### config.mk
export PLATFORM = sky130hd
export DESIGN_NAME = tiny_dnn_regfile
export DESIGN_NICKNAME = d
export VERILOG_FILES = /design/src/rtl/tiny_dnn_regfile.sv
export SDC_FILE = /design/constraint.sdc
export NUM_CORES = 2
export LEC_CHECK = 0
export BUFFER_PORTS_ARGS = -buffer_cell sky130_fd_sc_hd__buf_2
export CORE_AREA = 10 10 431 433
export CTS_BUF_LIST = sky130_fd_sc_hd__clkbuf_8 sky130_fd_sc_hd__clkbuf_16
export CTS_CLUSTER_DIAMETER = 30
export DETAILED_ROUTE_END_ITERATION = 10
export DIE_AREA = 0 0 441 443
export PLACE_DENSITY = 0.51
export SYNTH_ARGS = -nofsm -noshare
export SYNTH_HDL_FRONTEND = slang
export SYNTH_SLANG_ARGS = --single-unit
### constraint.sdc
create_clock -name S_AXI_ACLK -period 1.8 [get_ports S_AXI_ACLK]
set_input_delay 0.09 -clock S_AXI_ACLK [delete_from_list [all_inputs] [get_ports S_AXI_ACLK]]
set_output_delay 0.09 -clock S_AXI_ACLK [all_outputs]
set_load 0.02 [all_outputs]
### src/rtl/tiny_dnn_regfile.sv
// AXI4-Lite slave register file for the tiny_dnn accelerator: CTRL/STATUS plus
// NREG-2 flat config words, independent AW/W holders and a 1-deep read pipe.
module tiny_dnn_regfile #(
  parameter  int NREG  = 32,
  parameter  int AW    = 8,
  localparam int CFG_W = (NREG-2)*32
) (
  input  logic             S_AXI_ACLK,
  input  logic             S_AXI_ARESETN,
  input  logic [31:0]      S_AXI_AWADDR,
  input  logic             S_AXI_AWVALID,
  output logic             S_AXI_AWREADY,
  input  logic [31:0]      S_AXI_WDATA,
  input  logic [3:0]       S_AXI_WSTRB,
  input  logic             S_AXI_WVALID,
  output logic             S_AXI_WREADY,
  output logic [1:0]       S_AXI_BRESP,
  output logic             S_AXI_BVALID,
  input  logic             S_AXI_BREADY,
  input  logic [31:0]      S_AXI_ARADDR,
  input  logic             S_AXI_ARVALID,
  output logic             S_AXI_ARREADY,
  output logic [31:0]      S_AXI_RDATA,
  output logic [1:0]       S_AXI_RRESP,
  output logic             S_AXI_RVALID,
  input  logic             S_AXI_RREADY,
  output logic             start,
  output logic [6:0]       mode,
  output logic [CFG_W-1:0] cfg,
  input  logic             busy_i,
  input  logic             done_i,
  output logic             irq
);
  localparam int IW = $clog2(NREG);
  localparam logic [AW-2:0] LIM = NREG[AW-2:0];

  // Out-of-window bits or an index past the last register both decode to SLVERR.
  function automatic logic dec_err(input logic [31:0] a);
    return (|a[31:AW]) || ({1'b0, a[AW-1:2]} >= LIM);
  endfunction

  function automatic logic [31:0] merge(input logic [31:0] o, input logic [31:0] d,
                                        input logic [3:0] s);
    logic [31:0] m;
    for (int b = 0; b < 4; b++) m[b*8 +: 8] = s[b] ? d[b*8 +: 8] : o[b*8 +: 8];
    return m;
  endfunction

  logic                    r_aw_full, r_aw_err, r_w_full, r_bvalid;
  logic [IW-1:0]           r_aw_idx;
  logic [31:0]             r_wdata;
  logic [3:0]              r_wstrb;
  logic [1:0]              r_bresp;
  logic                    r_rvalid;
  logic [31:0]             r_rdata;
  logic [1:0]              r_rresp;
  logic [6:0]              r_mode;
  logic                    r_ie, r_done, r_start, r_irq;
  logic [NREG-3:0][31:0]   r_cfg;

  logic          w_awready, w_wready, w_commit, w_wr_ok, w_ctrl_wr, w_stat_wr, w_done_clr;
  logic [IW-1:0] w_ar_idx;
  logic          w_ar_err;
  logic [31:0]   w_rdata;
  logic          w_unused;

  assign w_awready  = !r_aw_full && !r_bvalid;
  assign w_wready   = !r_w_full && !r_bvalid;
  assign w_commit   = r_aw_full && r_w_full;
  assign w_wr_ok    = w_commit && !r_aw_err;
  assign w_ctrl_wr  = w_wr_ok && (r_aw_idx == '0) && r_wstrb[0];
  assign w_stat_wr  = w_wr_ok && (r_aw_idx == IW'(1)) && r_wstrb[0];
  assign w_done_clr = w_stat_wr && r_wdata[1];
  assign w_ar_idx   = S_AXI_ARADDR[IW+1:2];
  assign w_ar_err   = dec_err(S_AXI_ARADDR);
  assign w_unused   = ^{S_AXI_AWADDR[1:0], S_AXI_ARADDR[1:0]};

  always_ff @(posedge S_AXI_ACLK or negedge S_AXI_ARESETN) begin
    if (!S_AXI_ARESETN) begin
      r_aw_full <= 1'b0;
      r_aw_err  <= 1'b0;
      r_aw_idx  <= '0;
      r_w_full  <= 1'b0;
      r_wdata   <= '0;
      r_wstrb   <= '0;
      r_bvalid  <= 1'b0;
      r_bresp   <= 2'b00;
    end else begin
      if (w_commit) begin
        r_aw_full <= 1'b0;
        r_w_full  <= 1'b0;
        r_bvalid  <= 1'b1;
        r_bresp   <= r_aw_err ? 2'b10 : 2'b00;
      end else begin
        if (S_AXI_AWVALID && w_awready) begin
          r_aw_full <= 1'b1;
          r_aw_idx  <= S_AXI_AWADDR[IW+1:2];
          r_aw_err  <= dec_err(S_AXI_AWADDR);
        end
        if (S_AXI_WVALID && w_wready) begin
          r_w_full <= 1'b1;
          r_wdata  <= S_AXI_WDATA;
          r_wstrb  <= S_AXI_WSTRB;
        end
      end
      if (r_bvalid && S_AXI_BREADY) r_bvalid <= 1'b0;
    end
  end

  // done_i is OR'd last so a same-cycle W1C never loses a completion.
  always_ff @(posedge S_AXI_ACLK or negedge S_AXI_ARESETN) begin
    if (!S_AXI_ARESETN) begin
      r_mode  <= '0;
      r_ie    <= 1'b0;
      r_done  <= 1'b0;
      r_start <= 1'b0;
      r_irq   <= 1'b0;
      r_cfg   <= '0;
    end else begin
      r_start <= w_ctrl_wr && r_wdata[0];
      if (w_ctrl_wr) r_mode <= r_wdata[7:1];
      if (w_stat_wr) r_ie <= r_wdata[2];
      r_done <= done_i || (r_done && !w_done_clr);
      r_irq  <= r_done && r_ie;
      for (int k = 2; k < NREG; k++)
        if (w_wr_ok && (r_aw_idx == IW'(k))) r_cfg[k-2] <= merge(r_cfg[k-2], r_wdata, r_wstrb);
    end
  end

  always_comb begin
    w_rdata = '0;
    if (w_ar_idx == '0)          w_rdata = {24'd0, r_mode, 1'b0};
    else if (w_ar_idx == IW'(1)) w_rdata = {29'd0, r_ie, r_done, busy_i};
    else                         w_rdata = r_cfg[w_ar_idx - IW'(2)];
    if (w_ar_err) w_rdata = '0;
  end

  always_ff @(posedge S_AXI_ACLK or negedge S_AXI_ARESETN) begin
    if (!S_AXI_ARESETN) begin
      r_rvalid <= 1'b0;
      r_rdata  <= '0;
      r_rresp  <= 2'b00;
    end else if (S_AXI_ARVALID && !r_rvalid) begin
      r_rvalid <= 1'b1;
      r_rdata  <= w_rdata;
      r_rresp  <= w_ar_err ? 2'b10 : 2'b00;
    end else if (r_rvalid && S_AXI_RREADY) begin
      r_rvalid <= 1'b0;
    end
  end

  assign S_AXI_AWREADY = w_awready;
  assign S_AXI_WREADY  = w_wready;
  assign S_AXI_BVALID  = r_bvalid;
  assign S_AXI_BRESP   = r_bresp;
  assign S_AXI_ARREADY = !r_rvalid;
  assign S_AXI_RVALID  = r_rvalid;
  assign S_AXI_RDATA   = r_rdata;
  assign S_AXI_RRESP   = r_rresp;
  assign start         = r_start;
  assign mode          = r_mode;
  assign cfg           = r_cfg;
  assign irq           = r_irq;
endmodule
## Word level (Yosys, flattened, before mapping)

Cells that the tools add are included.

- Register bits: 1053
- Input bits: 109
- Output and inout bits: 1010
- Logic and storage cells: 374

- Add/subtract/negate cells: 1
- Order comparisons: 3
- Equal/unequal tests: 32
- Multiplexer cells: 15
- Bitwise gates (word level): 1
- Reduce and logical (&&, ||, !) cells: 186

Operator list:

| cell | count |
|---|---|
| AND reduction 2 bit | 122 |
| binary-select mux 32 bit (select 5 bit) | 1 |
| 2-to-1 mux 32 bit | 4 |
| == test 5 bit (second input constant) | 16 |
| OR reduction 24 bit | 2 |
| logical AND 1 bit | 47 |
| == test 5 x 4 -> 1 bit (second input constant) | 8 |
| == test 5 x 3 -> 1 bit (second input constant) | 4 |
| >= comparator 6 bit (second input constant) | 2 |
| == test 5 x 1 -> 1 bit (second input constant) | 2 |
| == test 5 x 2 -> 1 bit (second input constant) | 2 |
| zero test 5 bit | 2 |
| 2-to-1 mux 1 bit | 8 |
| nonzero test 2 bit | 4 |
| zero test 1 bit | 6 |
| less-than comparator 5 x 6 -> 1 bit (second input constant) | 1 |
| subtractor 5 x 2 -> 5 bit (second input constant) | 1 |
| 2-to-1 mux 2 bit | 2 |
| logical OR 1 bit | 3 |
| inverter 1 bit | 1 |

## Depth between registers and ports, before layout

- Word-level depth: 8
- Gate-level depth with buffers: 12
- Depth with buffers taken out: 7

## Worst setup path after synthesis

No wires, ideal clock.

- Path type: in2reg
- Start point: in S_AXI_ARADDR[3]
- End point: reg r_rdata[16], in the netlist S_AXI_RDATA[16]
- Setup time: 122 ps
- Arrival: 2185 ps
- Data required time: 1678 ps
- Slack: -507 ps
- Cell stages on the path: 10
- Buffers on the path: 5
- Cell sequence: buf_4 buf_4 inv_2 ha_1 buf_2 buf_2 nor3_2 clkbuf_1 a32oi_1 a32o_1

- Word-level cells in the longest chain between the ends: 6
- Elaborated cells between the ends (all ways): 10
- Classes of those cells: 1 x add/sub; 1 x order compare; 1 x eq/ne; 5 x mux; 2 x reduce/logical

RTL lines:

| what | line | source |
|---|---|---|
| start: declaration | 20 | `input logic [31:0] S_AXI_ARADDR,` |
| subtractor 5 x 2 -> 5 bit | 134 | `else w_rdata = r_cfg[w_ar_idx - IW'(2)];` |
| binary-select mux 32 bit (select 5 bit) | 134 |  |
| 2-to-1 mux 32 bit (not written as such) | 134 |  |
| 2-to-1 mux 32 bit | 133 | `else if (w_ar_idx == IW'(1)) w_rdata = {29'd0, r_ie, r_done, busy_i};` |
| 2-to-1 mux 32 bit | 132 | `if (w_ar_idx == '0) w_rdata = {24'd0, r_mode, 1'b0};` |
| 2-to-1 mux 32 bit * | 135 | `if (w_ar_err) w_rdata = '0;` |
| end signal: assignment | 145 | `r_rdata <= w_rdata;` |
| end: declaration | 55 | `logic [31:0] r_rdata;` |

Every way passes the cells marked *; elsewhere a longest branch is shown, timed or not. The select of a mux whose other input is x is not followed.
A chain may end at the register's enable or synchronous reset.

## Worst setup path after layout

- Start point: reg r_aw_full
- End point: reg r_cfg (netlist bit cfg[103])

- Word-level cells in the longest chain between the ends: 4

RTL lines:

| what | line | source |
|---|---|---|
| start: declaration | 49 | `logic r_aw_full, r_aw_err, r_w_full, r_bvalid;` |
| start signal: assignment | 80 | `r_aw_full <= 1'b0;` |
| start signal: assignment | 90 | `r_aw_full <= 1'b0;` |
| start signal: assignment | 96 | `r_aw_full <= 1'b1;` |
| logical AND 1 bit | 69 | `assign w_commit = r_aw_full && r_w_full;` |
| logical AND 1 bit | 70 | `assign w_wr_ok = w_commit && !r_aw_err;` |
| logical AND 1 bit | 126 | `if (w_wr_ok && (r_aw_idx == IW'(k))) r_cfg[k-2] <= merge(r_cfg[k-2], r_wdata, r_wstrb);` |
| AND reduction 2 bit (no source line) | -- |  |
| end signal: indexed assignment | 126 |  |
| end: declaration | 59 | `logic [NREG-3:0][31:0] r_cfg;` |

Every way passes these cells.

==> results.py <==
metrics = {
    "status": {
        "outcome": "finished with violations",
        "violations": "setup timing",
    },
    "timing": {
        "finalHoldViolations": 0,
        "timing.final.max_slew_violations": 0,
        "maxSlewHeadroom": 0.232,
        "setup_ws_ps": -344,
        "tightestPinTransition_ps": 1140,
        "rsz0062_at_grt": "true",
        "fin_skew_ps": 62.2,
        "finalSetupViolations": 995,
        "fin_crit_sh": 1.19,
        "fin_crit_ps": 2140,
        "fmax_ghz": 0.466,
    },
    "finish": {
        "drive_gt1_frac": 0.682,
        "nets": 5226,
        "syn2layout_area_growth_pct": 57.7,
        "design_area_sq_mm": 0.0754,
    },
    "critical_path": {
        "end_kind": "flop",
        "crit_type": "flop to flop",
        "critPathArrivalTime_ps": 2910,
        "cp-start-kind": "flop",
        "critical_path_required_ps": 2570,
        "rrSetupSlack_ps": -340,
        "cp_max_fo": 8,
    },
    "clock_tree": {
        "clk_latency_ps": 920,
        "cts-root-buf": "clkbuf_16",
        "clk_pin_slew_ps": 40,
        "numCtsBuffers": 307,
        "htreeDepth": 5,
        "cts_tree": "built",
        "cts.sinks": 1051,
        "cts_buffer_depth": 4,
    },
    "placement": {
        "detailed_place.area_sq_mm": 0.0616,
        "routabilityCongestion": 0.943,
        "io_buffers": 1112,
        "place_hpwl_microns": 208000,
    },
    "route": {
        "drt_pass1_iterations": 5,
        "drt_iter0_markers": 3184,
        "detail_route.vias_per_cell": 5.09,
        "wl_per_cell_microns": 34.4,
        "routed_wl_microns": 265000,
        "route.detailed.drc": 0,
        "ant_nets": 0,
        "dr_total_vias": 39200,
    },
    "global_route": {
        "grt_overflow_total": 0,
        "grt_max_degree": 82,
        "grt_first_pass_wirelength_microns": 358000,
        "antenna_found_initial": 21,
        "grt_usage": 0.262,
        "grt_pass1_vias": 40500,
    },
    "yosys": {
        "synth_edf_count": 0,
        "netlist_instances": 3169,
        "yosysUniqueCellTypes": 70,
        "async_reset_ff_frac": 1.00,
        "yosys_most_used_dff": "dfrtp_1",
        "syn_area_sq_mm": 0.0478,
        "ys.warnings.count": 0,
        "ys_ff_latch": 1051,
        "avgSynthCellArea_sq_um": 15.1,
        "ys_seq_area_frac": 0.550,
    },
    "floorplan": {
        "die_w_microns": 441,
        "chipHeight_microns": 443,
        "core-area_sq_mm": 0.177,
        "pin_count": 1119,
        "num_rows": 155,
        "die-area_sq_mm": 0.195,
        "floorplan.initialDensity": 0.270,
    },
    "pwr": {
        "peakVddDrop_mv": 0.907,
        "power_density_mw_per_mm2": 1260,
        "fin_total_pwr_mw": 94.7,
        "total_leakage_power_nw": 39.5,
    },
    "job": {
        "drv_cap": 0,
    },
    "hold_path": {
        "hp-class": "input pin to flop",
    },
}
metrics by stage:
stage                     worst slack [ps]  hold slack (ps)   util  std cells  TNS, ps
after global routing                  -402             14.7  0.425       7704  -253050
after floorplan                       -125             -206      -       3170    -2610
after global placement                -801            -51.3  0.348       7002  -260720
after detailed placement              -780            -51.6  0.348       7002  -254380
final                                 -344             57.3  0.425       7710  -183440
after CTS                             -342           0.0567  0.420       7680  -193500
placed cells by master, fill, tap and decap left out, types with 53 or more instances in the layout:
cell / n
buf_2: 1108
dfrtp_1: 1047
mux2_2: 985
buf_4: 418
clkbuf_16: 315
mux4_2: 217
nand2_1: 168
buf_12: 156
dlygate4sd3_1: 114
buf_6: 56
clkbuf_8: 55
inv_1: 53
critical path, cell delays in order (launching register included):
cell,delay [ps]
dfrtp_1,370
nand2_2,70
or3_4,370
buf_12,160
buf_12,120
nor2_4,150
buf_12,150
buf_8,110
nand3_4,150
mux2_4,340
routing by layer:
layer / vias to the layer above / share of wire / GRT usage / wire (microns)
met5: - / 0 / 0 / 0
met4: 0 / 0.051 / 0.120 / 13600
met3: 468 / 0.082 / 0.0790 / 21700
met2: 1776 / 0.46 / 0.405 / 121000
met1: 21000 / 0.41 / 0.335 / 109000
li1: 16000 / - / - / -
cell type report:
cell class | instances | area (sq um)
Fill cell | 16500 | 102000
Sequential cell | 1051 | 26300
Multi-Input combinational cell | 1880 | 21600
Timing Repair Buffer | 1868 | 13800
Clock buffer | 369 | 8610
Tap cell | 2355 | 2950
Clock inverter | 167 | 2070
Inverter | 8 | 37.5
Antenna cell | 12 | 30.0
flip-flops by register name, summed over array words and instances (netlist names), 4 cells and up:
signal,cells
S_AXI_RDATA,32
cfg,960
mode,7
r_aw_idx,5
r_wdata,32
r_wstrb,4
Yosys cell counts, types with 12 or more instances:
master	n	area, sq um
dfrtp_1	1051	26300
buf_4	29	218
a32o_1	17	170
nor2_1	32	120
mux2_2	996	11200
mux2_1	22	248
mux2i_1	52	521
buf_2	53	265
o21ai_0	17	85.1
nand3_1	39	195
a22oi_1	20	150
a31oi_1	15	93.8
nand2_1	189	709
buf_1	13	48.8
o21a_1	16	120
a32oi_1	17	149
a21oi_1	16	80.1
mux4_2	217	4890
nor4_1	12	75.1
clkbuf_1	130	488
nand2_2	52	325
worst paths after layout:
| check | startpoint | endpoint | cells after the start |
|---|---|---|---|
| min | S_AXI_ARADDR[17] | S_AXI_RDATA[2] | 8 |
| min in group asynchronous | S_AXI_ARESETN | r_wdata[13] | 4 |
| min reg2reg | S_AXI_RDATA[14] | S_AXI_RDATA[14] | 1 |
| max reg2reg | r_aw_full | cfg[103] | 9 |
| max | r_aw_full | cfg[103] | 9 |
| max in group asynchronous | S_AXI_ARESETN | cfg[880] | 6 |
where the power goes:
group / internal (mW) / switching [mW]
clock: 40.1 / 15.9
sequential: 24.4 / 0.805
combinational: 4.13 / 9.32
total: 68.6 / 26.0
cell families after synthesis:
logic type / after synthesis / synth area share
muxes: 1287 / 0.353
DFF: 1051 / 0.550
xor gates and xnor gates: 2 / 0.000680
AOI/OAI and AO/OA: 184 / 0.0292
adders and majority gates: 1 / 0.000262
other: 1 / 0.0000784
buffers and inverters: 240 / 0.0236
and+or+nand+nor: 403 / 0.0434
what timing repair did:
| action | 4_1_cts | 5_1_grt |
|---|---|---|
| endpoints found under the setup margin | 1025 | 1042 |
| pin swaps | 18 | 23 |
| gates cloned | 4 | 3 |
| gates resized for setup | 141 | 142 |
| setup buffers | 22 | 21 |
| hold buffers | 116 | 0 |
| hold endpoints to repair | 1110 | 0 |
Power figures use the tool's default switching activity.
